**config.mk**
```make
export PLATFORM = sky130hd
export DESIGN_NAME = adder_operand_fork
export DESIGN_NICKNAME = d
export VERILOG_FILES = /design/src/rtl/adder_fifo_pkg.sv /design/src/rtl/operand_skid_buf.sv /design/src/rtl/adder_operand_fork.sv
export SDC_FILE = /design/constraint.sdc
export NUM_CORES = 1
export LEC_CHECK = 0
export ABC_AREA = 1
export BUFFER_PORTS_ARGS = -buffer_cell sky130_fd_sc_hd__buf_2
export CORE_ASPECT_RATIO = 1.5
export CORE_UTILIZATION = 35
export CTS_BUF_LIST = sky130_fd_sc_hd__clkbuf_16
export CTS_CLUSTER_DIAMETER = 40
export DETAILED_ROUTE_END_ITERATION = 8
export PLACE_DENSITY = 0.65
export SETUP_SLACK_MARGIN = 0.15
export SLEW_MARGIN = 15
export SYNTH_ARGS = -nofsm -noshare
export SYNTH_HDL_FRONTEND = slang
export SYNTH_SLANG_ARGS = --single-unit
```
**constraint.sdc**
```tcl
create_clock -name clk_i -period 2.7 [get_ports clk_i]
set_clock_uncertainty 0.2 [all_clocks]
set_input_delay 0.405 -clock clk_i [delete_from_list [all_inputs] [get_ports clk_i]]
set_output_delay 0.405 -clock clk_i [all_outputs]
set_load 0.02 [all_outputs]
```
**src/rtl/adder_fifo_pkg.sv**
```systemverilog
// Shared types and constants for the adder operand fork.
//   operand_t : one operand at the default interface width
//   BUF_DEPTH : entries per branch buffer
//   occ_t     : branch buffer occupancy (0..BUF_DEPTH)
package adder_fifo_pkg;

    localparam int DEFAULT_DATA_IN_WIDTH = 8;
    typedef logic [DEFAULT_DATA_IN_WIDTH-1:0] operand_t;

    localparam int BUF_DEPTH = 2;
    typedef logic [1:0] occ_t;

    localparam occ_t OCC_FULL = occ_t'(BUF_DEPTH);

endpackage

```
**src/rtl/operand_skid_buf.sv**
```systemverilog
// Two-entry FIFO holding one branch of the operand fork.
// Ports:
//   clk       : clock, rising edge
//   rst_n     : synchronous active-low reset, empties buffer and clears storage
//   push      : write push_data (caller guarantees buffer not full)
//   push_data : operand to store
//   ready     : downstream accepts the head entry
//   data      : head entry, driven straight from storage
//   valid     : buffer non-empty
//   occ       : registered occupancy
module operand_skid_buf
    import adder_fifo_pkg::*;
#(
    parameter int W = 8
) (
    input  logic         clk,
    input  logic         rst_n,
    input  logic         push,
    input  logic [W-1:0] push_data,
    input  logic         ready,
    output logic [W-1:0] data,
    output logic         valid,
    output occ_t         occ
);

    logic [W-1:0] mem_reg [BUF_DEPTH];
    logic         wr_ptr_reg;
    logic         rd_ptr_reg;
    occ_t         occ_reg;

    logic do_push;
    logic do_pop;

    assign valid   = (occ_reg != 2'd0);
    assign occ     = occ_reg;
    // Storage is cleared on reset, so the head reads as zero while empty after reset.
    assign data    = mem_reg[rd_ptr_reg];
    assign do_pop  = valid & ready;
    // Guard is redundant with the top-level ready, but keeps the buffer self-protecting.
    assign do_push = push & (occ_reg != OCC_FULL);

    always_ff @(posedge clk) begin
        if (!rst_n) begin
            for (int i = 0; i < BUF_DEPTH; i++) begin
                mem_reg[i] <= '0;
            end
            wr_ptr_reg <= 1'b0;
            rd_ptr_reg <= 1'b0;
            occ_reg    <= 2'd0;
        end else begin
            if (do_push) begin
                mem_reg[wr_ptr_reg] <= push_data;
                wr_ptr_reg          <= ~wr_ptr_reg;
            end
            if (do_pop) begin
                rd_ptr_reg <= ~rd_ptr_reg;
            end
            case ({do_push, do_pop})
                2'b10:   occ_reg <= occ_reg + 2'd1;
                2'b01:   occ_reg <= occ_reg - 2'd1;
                default: occ_reg <= occ_reg;
            endcase
        end
    end

endmodule

```
**src/rtl/adder_operand_fork.sv**
```systemverilog
// Forks a stream of operand pairs {a, b} into two independent valid/ready
// streams, one per adder input port, each backed by a 2-entry buffer.
// Ports:
//   clk_i, arst_n          : clock and synchronous active-low reset
//   pair_a, pair_b         : incoming operand pair
//   pair_valid, pair_ready : input handshake
//   fifo_1_in*             : operand A stream toward adder port 1
//   fifo_2_in*             : operand B stream toward adder port 2
//   pair_count             : pairs accepted since reset, wrapping
module adder_operand_fork
    import adder_fifo_pkg::*;
#(
    parameter int DATA_IN_WIDTH = 8,
    parameter int CNT_WIDTH     = 16
) (
    input  logic                     clk_i,
    input  logic                     arst_n,
    input  logic [DATA_IN_WIDTH-1:0] pair_a,
    input  logic [DATA_IN_WIDTH-1:0] pair_b,
    input  logic                     pair_valid,
    output logic                     pair_ready,
    output logic [DATA_IN_WIDTH-1:0] fifo_1_in,
    output logic                     fifo_1_in_valid,
    input  logic                     fifo_1_in_ready,
    output logic [DATA_IN_WIDTH-1:0] fifo_2_in,
    output logic                     fifo_2_in_valid,
    input  logic                     fifo_2_in_ready
    ,
    output logic [CNT_WIDTH-1:0]     pair_count
);

    localparam int NUM_BRANCHES = 2;

    logic                     run_reg;
    logic [CNT_WIDTH-1:0]     pair_count_reg;
    logic                     accept;

    logic [DATA_IN_WIDTH-1:0] push_data   [NUM_BRANCHES];
    logic                     br_ready    [NUM_BRANCHES];
    logic [DATA_IN_WIDTH-1:0] br_data     [NUM_BRANCHES];
    logic                     br_valid    [NUM_BRANCHES];
    occ_t                     br_occ      [NUM_BRANCHES];

    // run_reg holds pair_ready low during reset and releases it on the first
    // edge that samples arst_n high. Ready depends only on registered state,
    // so there is no combinational path from the downstream readies.
    assign pair_ready = run_reg & (br_occ[0] < OCC_FULL) & (br_occ[1] < OCC_FULL);
    assign accept     = pair_valid & pair_ready;

    assign push_data[0] = pair_a;
    assign push_data[1] = pair_b;
    assign br_ready[0]  = fifo_1_in_ready;
    assign br_ready[1]  = fifo_2_in_ready;

    // Both branches are pushed on the same handshake, which is what keeps the
    // k-th entry of each branch belonging to the same pair.
    generate
        for (genvar gi = 0; gi < NUM_BRANCHES; gi++) begin : g_branch
            operand_skid_buf #(
                .W(DATA_IN_WIDTH)
            ) u_buf (
                .clk       (clk_i),
                .rst_n     (arst_n),
                .push      (accept),
                .push_data (push_data[gi]),
                .ready     (br_ready[gi]),
                .data      (br_data[gi]),
                .valid     (br_valid[gi]),
                .occ       (br_occ[gi])
            );
        end
    endgenerate

    assign fifo_1_in       = br_data[0];
    assign fifo_1_in_valid = br_valid[0];
    assign fifo_2_in       = br_data[1];
    assign fifo_2_in_valid = br_valid[1];
    assign pair_count      = pair_count_reg;

    always_ff @(posedge clk_i) begin
        if (!arst_n) begin
            run_reg        <= 1'b0;
            pair_count_reg <= '0;
        end else begin
            run_reg <= 1'b1;
            if (accept) begin
                pair_count_reg <= pair_count_reg + CNT_WIDTH'(1);
            end
        end
    end

endmodule

```
[After elaboration in Yosys (flattened, before gate mapping)]
Memory sizes are Yosys's and may differ from the RTL's. A register that Yosys moved wholly into a read port is not among the register bits.
Index checks and enable logic that the tools add are counted.
Cells by class
  $add $sub $neg: 5
  magnitude comparators: 2
  equality and inequality tests: 6
  mux-type cells: 20
  bitwise gates (word level): 11
  reduce and logical (&&, ||, !) cells: 6
Operators with widths (number)
  adder 16 x 1 -> 16 bit (second input constant): 1
  2-to-1 mux 1 bit: 16
  2-to-1 mux 8 bit: 2
  OR reduction 8 bit: 2
  case mux 2 bit (2 select lines): 2
  nonzero test 2 bit: 4
  AND 1 bit: 7
  adder 2 x 1 -> 2 bit (second input constant): 2
  equality test 2 x 1 -> 1 bit (second input constant): 2
  equality test 2 bit (second input constant): 2
  less-than comparator 2 bit (second input constant): 2
  inequality test 2 bit (second input constant): 2
  inverter 1 bit: 4
  subtractor 2 x 1 -> 2 bit (second input constant): 2
Storage, ports and cells
  register bits: 25
  memory bits (writable): 32
  input port bits: 21
  word-level logic and storage cells: 60
  memories: 2
Memories
  g_branch[0].u_buf.mem_reg: words 2, width 8, read ports 1, clocked after memory_dff 1, wr ports 2, line operand_skid_buf.sv:26  | logic [W-1:0] mem_reg [BUF_DEPTH];
  g_branch[1].u_buf.mem_reg: words 2, width 8, read ports 1, clocked after memory_dff 1, wr ports 2, line operand_skid_buf.sv:26

[Longest topological paths before layout]
Gate-level depths: netlist of run 1.
  depth in word-level cells: 10
  depth in mapped cells: 9

[Cells and area by module]
From an unflattened synthesis of run 1, not the netlist that was laid out.
Second synthesis, totals
  cell total of the unflattened synthesis: 313
  area, all modules: 2824.0 um2
Modules (own cells, without submodules)
  operand_skid_buf: times used 2, cells each 87, area each 953.4 um2, seq. area each 580.6 um2
  adder_operand_fork: times used 1, cells each 139, area each 917.1 um2, seq. area each 340.3 um2

[Worst setup path before layout of run 1]
OpenSTA, ideal clock, no wires.
  path type: reg2reg
  start: register g_branch[0].u_buf.occ_reg[1]
  end: register g_branch[0].u_buf.occ_reg[1]
  library setup time: 0.122 ns
  arrival: 1.388 ns
  setup slack: 0.989 ns
  cell stages (with the launch flop): 10
  period minus slack after synthesis: 1.711 ns
  path through: dfxtp_1 inv_1 nand2_1 nand2_1 inv_1 ha_1 a21oi_1 o21ai_0 o21ai_0 a21oi_1
Between the ends
  elaborated cells on any way between the ends: 14
  classes of those cells: 2 x add/sub; 1 x order compare; 3 x eq/ne; 1 x mux; 5 x bitwise; 2 x reduce/logical
RTL lines
  start, declared: line operand_skid_buf.sv:29  | occ_t occ_reg;
  start signal, assigned: line operand_skid_buf.sv:59  | 2'b10: occ_reg <= occ_reg + 2'd1;
  start signal, assigned: line operand_skid_buf.sv:60  | 2'b01: occ_reg <= occ_reg - 2'd1;
  start signal, assigned: line operand_skid_buf.sv:61  | default: occ_reg <= occ_reg;
  nonzero test 2 bit (*): line operand_skid_buf.sv:34  | assign valid = (occ_reg != 2'd0);
  via fifo_1_in_valid: line adder_operand_fork.sv:23  | output logic fifo_1_in_valid,
  AND 1 bit (*): line operand_skid_buf.sv:38  | assign do_pop = valid & ready;
  via g_branch[0].u_buf.do_pop: line operand_skid_buf.sv:32  | logic do_pop;
  equality test 2 x 1 -> 1 bit / equality test 2 bit (equally long branches): line operand_skid_buf.sv:58  | case ({do_push, do_pop})
  case mux 2 bit (2 select lines) / nonzero test 2 bit (equally long branches)
The timed path passes the listed nets; every way through them passes the cells marked *.
A chain may end at the register's enable or synchronous reset.

==> results.json, run 1 <==
{
  "status": "finished clean",
  "cp-end-kind": "output port",
  "fin_crit_sh": 0.735,
  "routed_wl_mm": 5.43,
  "post_cts_resized": 0,
  "ys_types": 23,
  "report.final.slew_viol_count": 0,
  "clock_latency_ps": 320,
  "power_density_nw_per_um2": 750,
  "drc": 0,
  "report.power.total_w": 0.00251,
  "areaGrowthSynthToFinish_pct": 24.9,
  "busiest_layer": "met2",
  "grt_pass1_vias": 1916,
  "muxShareOfSynthArea": 0.0673,
  "synth_xor_xnor_area_share": 0.00654,
  "overflow": 0,
  "firstDrtPassIters": 4,
  "max_freq_ghz": 0.504,
  "worst_hold_slack_ps": 217,
  "synth-seq-cells": 59,
  "hold_viol": 0,
  "fin_cells": 457,
  "worst_slack_ps": 717,
  "largest_register_ffs": 32,
  "cts.htree.levels": 3,
  "use_met3": 0.0397,
  "diodes": 0,
  "critPathMaxFanout": 8,
  "fin_crit_ps": 1980,
  "num-fill-cells": 735,
  "cts.sinks": 59,
  "crit_type": "flip-flop to output port",
  "dieArea_um2": 8010,
  "cts_setup_buffers": 0,
  "core_area_um2": 7320,
  "gp_congestion": 0.778,
  "cts.clk_slew.worst_paths_ps": 50,
  "synth_area_leader_cell": "edfxtp_1",
  "wl_per_cell_um": 11.9,
  "ant_nets": 0,
  "hold_buffers": 0,
  "synth_area_per_cell_um2": 9.23,
  "vias": 2028,
  "use_met2": 0.260,
  "drive_gt1_frac": 0.266,
  "grt_util_met1": 0.161,
  "synth_simple_gate_area_share": 0.219,
  "grt_setup_unrepaired": "no",
  "cts_tree": "done",
  "syn_inst": 290,
  "synth_fa_ha_area_frac": 0.0140,
  "cts_buffers": 9,
  "synth_top_family_by_area": "simple AND/OR/NAND/NOR gates",
  "crit_required_ps": 2100,
  "setup_viol": 0,
  "tightest_slew_ps": 345,
  "p_leak_nw": 1.56,
  "num_rows": 38,
  "die_x_um": 73.4,
  "dp_cells": 441,
  "setup_tns_ps": 0,
  "relSlewSlack": 0.770,
  "synth_compound_area_frac": 0.0565,
  "viasPerCell": 4.44,
  "start_util": 0.366,
  "arrival_ps": 1380,
  "cts_root_buf": "clkbuf_16",
  "syn_area_um2": 2680,
  "synth_area_leaders": "edfxtp_1 36%, dfxtp_1 20%, nor2_1 7.6%, mux2_2 6.7%, inv_1 6.6%",
  "ir_drop_mv": 0.401,
  "yosysSeqAreaShare": 0.561,
  "io_buffers": 55,
  "grt_max_degree": 26,
  "dp_worst_setup_slack_ps": 763,
  "gr-usage-all-layers": 0.146,
  "pin_count": 56,
  "die_y_um": 109,
  "nets": 376,
  "holdCritPathClass": "primary input to flip-flop",
  "syn-num-nets": 314,
  "synth_top_area_frac": 0.359,
  "ys_warn_count": 0,
  "grt_pass1_wl_mm": 8.69,
  "ctsLongestPathBuffers": 2,
  "dp_hpwl_mm": 4.10,
  "startpoint_type": "flip-flop",
  "antenna_found_initial": 0,
  "max_cap_violations": 0,
  "drt_iter0_drc": 98
}
metal layers:
metal	wire length [um]	part of all wire
met5	0	0
met1	2320	0.43
met4	78	0.014
met2	2820	0.52
met3	210	0.039
synth_stat cells (all sizes together):
library cell	n
o21ai	12
buf	1
nor3b	1
nor2	59
nor3	3
inv	47
mux2	16
edfxtp	32
xnor2	2
nand3	11
nand2	49
a31oi	1
nand4	5
clkbuf	4
dfxtp	27
ha	3
a21oi	17
worst max-delay path: stages (launching register included):
cell,delay [ps]
dfxtp_1,520
mux2_2,380
buf_2,160
cell type report:
cell class                      instances  area [um^2]  area share
Tap cell                              100          125      0.0374
Sequential cell                        59         1500       0.449
Clock buffer                            9          225      0.0674
Timing Repair Buffer                   56          283      0.0846
Inverter                               47          176      0.0528
Multi-Input combinational cell        179          973       0.291
Clock inverter                          7         58.8      0.0176
logic make-up (layout without fill, tap and decap cells):
logic type               after synthesis  in the layout
AO/OA/AOI/OAI                         30             30
XOR/XNOR                               2              2
multiplexers                          16             16
adder cells (fa/ha/maj)                3              3
buffers and inverters                 52            119
flip-flops                            59             59
AND/OR/NAND/NOR                      128            128
per-stage QoR:
step                       util  area [um^2]
after floorplan               -         2680
after global placement    0.418         3060
after detailed placement  0.418         3060
after CTS                 0.457         3340
after global routing      0.457         3340
final                     0.457         3340
placed cells by master (no fill, tap or decap), types with 4 or more instances in the layout:
| master | netlist | final |
|---|---|---|
| a21oi_1 | 17 | 17 |
| nand3_1 | 10 | 10 |
| edfxtp_1 | 32 | 32 |
| inv_1 | 47 | 47 |
| dfxtp_1 | 27 | 27 |
| nor2_1 | 54 | 54 |
| nand4_1 | 5 | 5 |
| nand2_1 | 45 | 45 |
| buf_2 | 0 | 55 |
| clkbuf_16 | 0 | 9 |
| nand2_2 | 4 | 4 |
| mux2_2 | 16 | 16 |
| o21ai_0 | 11 | 11 |
path summary, 6_finish.rpt:
path | startpoint | slack [ps] | cells past startpoint | to
worst max-delay path | flip-flop | 720 | 2 | fifo_2_in[2]
worst min register to register | g_branch[0].u_buf.rd_ptr_reg | 260 | 1 | g_branch[0].u_buf.rd_ptr_reg
worst min-delay path | pair_a[7] | 220 | 3 | g_branch[0].u_buf.mem_reg[1][7]
worst max register to register | g_branch[1].u_buf.occ[1] | 840 | 5 | g_branch[1].u_buf.mem_reg[0][7]
where the power goes:
part | internal [W] | leakage (nW) | switching (W)
combinational | 0.000142 | 0.869 | 0.000235
sequential | 0.00102 | 0.552 | 0.0000501
clock | 0.000699 | 0.138 | 0.000364
Note: power is estimated with default switching activity, not from simulation.
==> run 2, diff against run 1 <==
clock period = 2 ns   (was 2.7 ns; I/O delays follow)
==> run 2 against run 1 <==
Against the previous run: sequential power up 35%; total power up 41%; cell count grew 0.66%; critical path depth did not move; first-iteration DRC count grew 14%.
==> results.json, run 2 (same netlist as run 1, synthesis figures left out) <==
{
  "p_clk_frac": 0.445,
  "die_x_um": 73.4,
  "dieArea_um2": 8010,
  "holdCritPathClass": "primary input to flip-flop",
  "areaGrowthSynthToFinish_pct": 26.8,
  "drive_gt1_frac": 0.283,
  "viasPerCell": 4.44,
  "die_y_um": 109,
  "grt_setup_unrepaired": "no",
  "tightest_slew_ps": 373,
  "ant_nets": 0,
  "grt_max_degree": 26,
  "cts_buffers": 9,
  "grt_pass1_vias": 1999,
  "routed_wl_mm": 5.31,
  "overflow": 0,
  "hold_viol": 0,
  "gp_congestion": 0.778,
  "seq_power_share": 0.408,
  "max_cap_violations": 0,
  "status": "finished clean",
  "critPathMaxFanout": 8,
  "cpPeakStageDelay_ps": 440,
  "worst_slack_ps": 212,
  "arrival_ps": 1290,
  "swShare": 0.250,
  "grt_pass1_wl_mm": 8.82,
  "dp_hpwl_mm": 3.90,
  "gr-usage-all-layers": 0.149,
  "io_buffers": 55,
  "diodes": 0,
  "cts_setup_buffers": 0,
  "fin_crit_ps": 1790,
  "cts.htree.levels": 3,
  "post-route-util": 0.464,
  "power_density_nw_per_um2": 1040,
  "combPwrFrac": 0.146,
  "cts.clk_slew.worst_paths_ps": 50,
  "drc": 0,
  "setup_tns_ps": 0,
  "ir_drop_mv": 0.533,
  "vias": 2044,
  "p_leak_nw": 1.59,
  "worst-r2r-cell-count": 9,
  "report.power.total_w": 0.00353,
  "largest_register_ffs": 32,
  "antenna_found_initial": 0,
  "placedInstanceArea_um2": 3080,
  "critPathSlowestCell": "dfxtp_2",
  "mostFrequentLayoutCell": "buf_2",
  "hold_depth": 3,
  "startpoint_type": "flip-flop",
  "crit_required_ps": 1500,
  "num_rows": 38,
  "clock_latency_ps": 320,
  "start_util": 0.366,
  "report.final.slew_viol_count": 0,
  "firstDrtPassIters": 4,
  "relSlewSlack": 0.751,
  "final_cell_mix": "55 x buf_2, 54 x nor2_1, 47 x inv_1",
  "crit_type": "flip-flop to output port",
  "max_freq_ghz": 0.559,
  "cts.sinks": 59,
  "cts_root_buf": "clkbuf_16",
  "p_switching_w": 0.000885,
  "pin_count": 56,
  "cts_tree": "done",
  "dp_worst_setup_slack_ps": 275,
  "ctsLongestPathBuffers": 2,
  "setup_viol": 0,
  "fin_crit_sh": 0.894,
  "power.internal_w": 0.00265,
  "final_area_um2": 3390,
  "wl_per_cell_um": 11.5,
  "cp-end-kind": "output port",
  "core_area_um2": 7320,
  "nets": 379,
  "path_cells": "mux2_2 -> buf_2",
  "drt_iter0_drc": 112
}
==> run 2: changes by cell type in the layout (fill, tap and decap cells not counted), sizes merged <==
cell | before | now
buf | 56 | 59
bufinv | 1 | 2
clkinvlp | 1 | 0
==> run 2: layout make-up <==
| type | count | area (um^2) |
|---|---|---|
| fillers | 727 | 3930 |
| clock inverters | 7 | 82.6 |
| well taps | 100 | 125 |
| clock buffers | 9 | 225 |
| multi-input cells | 179 | 976 |
| repair buffers | 59 | 305 |
| flip-flops and latches | 59 | 1500 |
| inverters | 47 | 176 |
==> run 2: power groups by stage <==
stage	Combinational (W)	Sequential (W)	Clock [W]
global placement	0.000513	0.00146	0
finish	0.000517	0.00144	0.00157
CTS	0.000526	0.00145	0.00160
detailed placement	0.000522	0.00147	0
floorplan	0.000390	0.00144	0
global route	0.000573	0.00146	0.00166
==> run 2: routing by layer <==
metal	vias up	GRT usage	wire, um
li1	1068	-	-
met1	926	0.156	2150
met2	40	0.260	2810
met3	10	0.0462	215
met4	0	0.0838	125
met5	-	0	0
==> run 2: critical path, delay by kind of cell (launching register included) <==
family / cells / cell delay, ps
flip-flops: 1 / 440
buffers and inverters: 1 / 160
multiplexers: 1 / 370
==> run 2: repair_timing <==
action | CTS | global route
endpoints found under the setup margin | 16 | 3
resized for setup | 2 | 4
endpoints found under the hold margin | 0 | 0
hold buffers | 0 | 0
==> run 2: metrics by stage <==
step,hold slack [ps],std cells
final,92.2,460
after global routing,108,460
after CTS,83.9,460
after detailed placement,245,444
after global placement,235,444
after floorplan,128,290
==> run 2: final timing paths <==
path / from / endpoint / slack (ps)
max: flip-flop / fifo_1_in[5] / 210
min: pair_b[3] / g_branch[1].u_buf.mem_reg[1][3] / 90
max reg2reg: g_branch[1].u_buf.occ[1] / g_branch[1].u_buf.occ[1] / 250
min reg2reg: g_branch[0].u_buf.rd_ptr_reg / g_branch[0].u_buf.rd_ptr_reg / 250
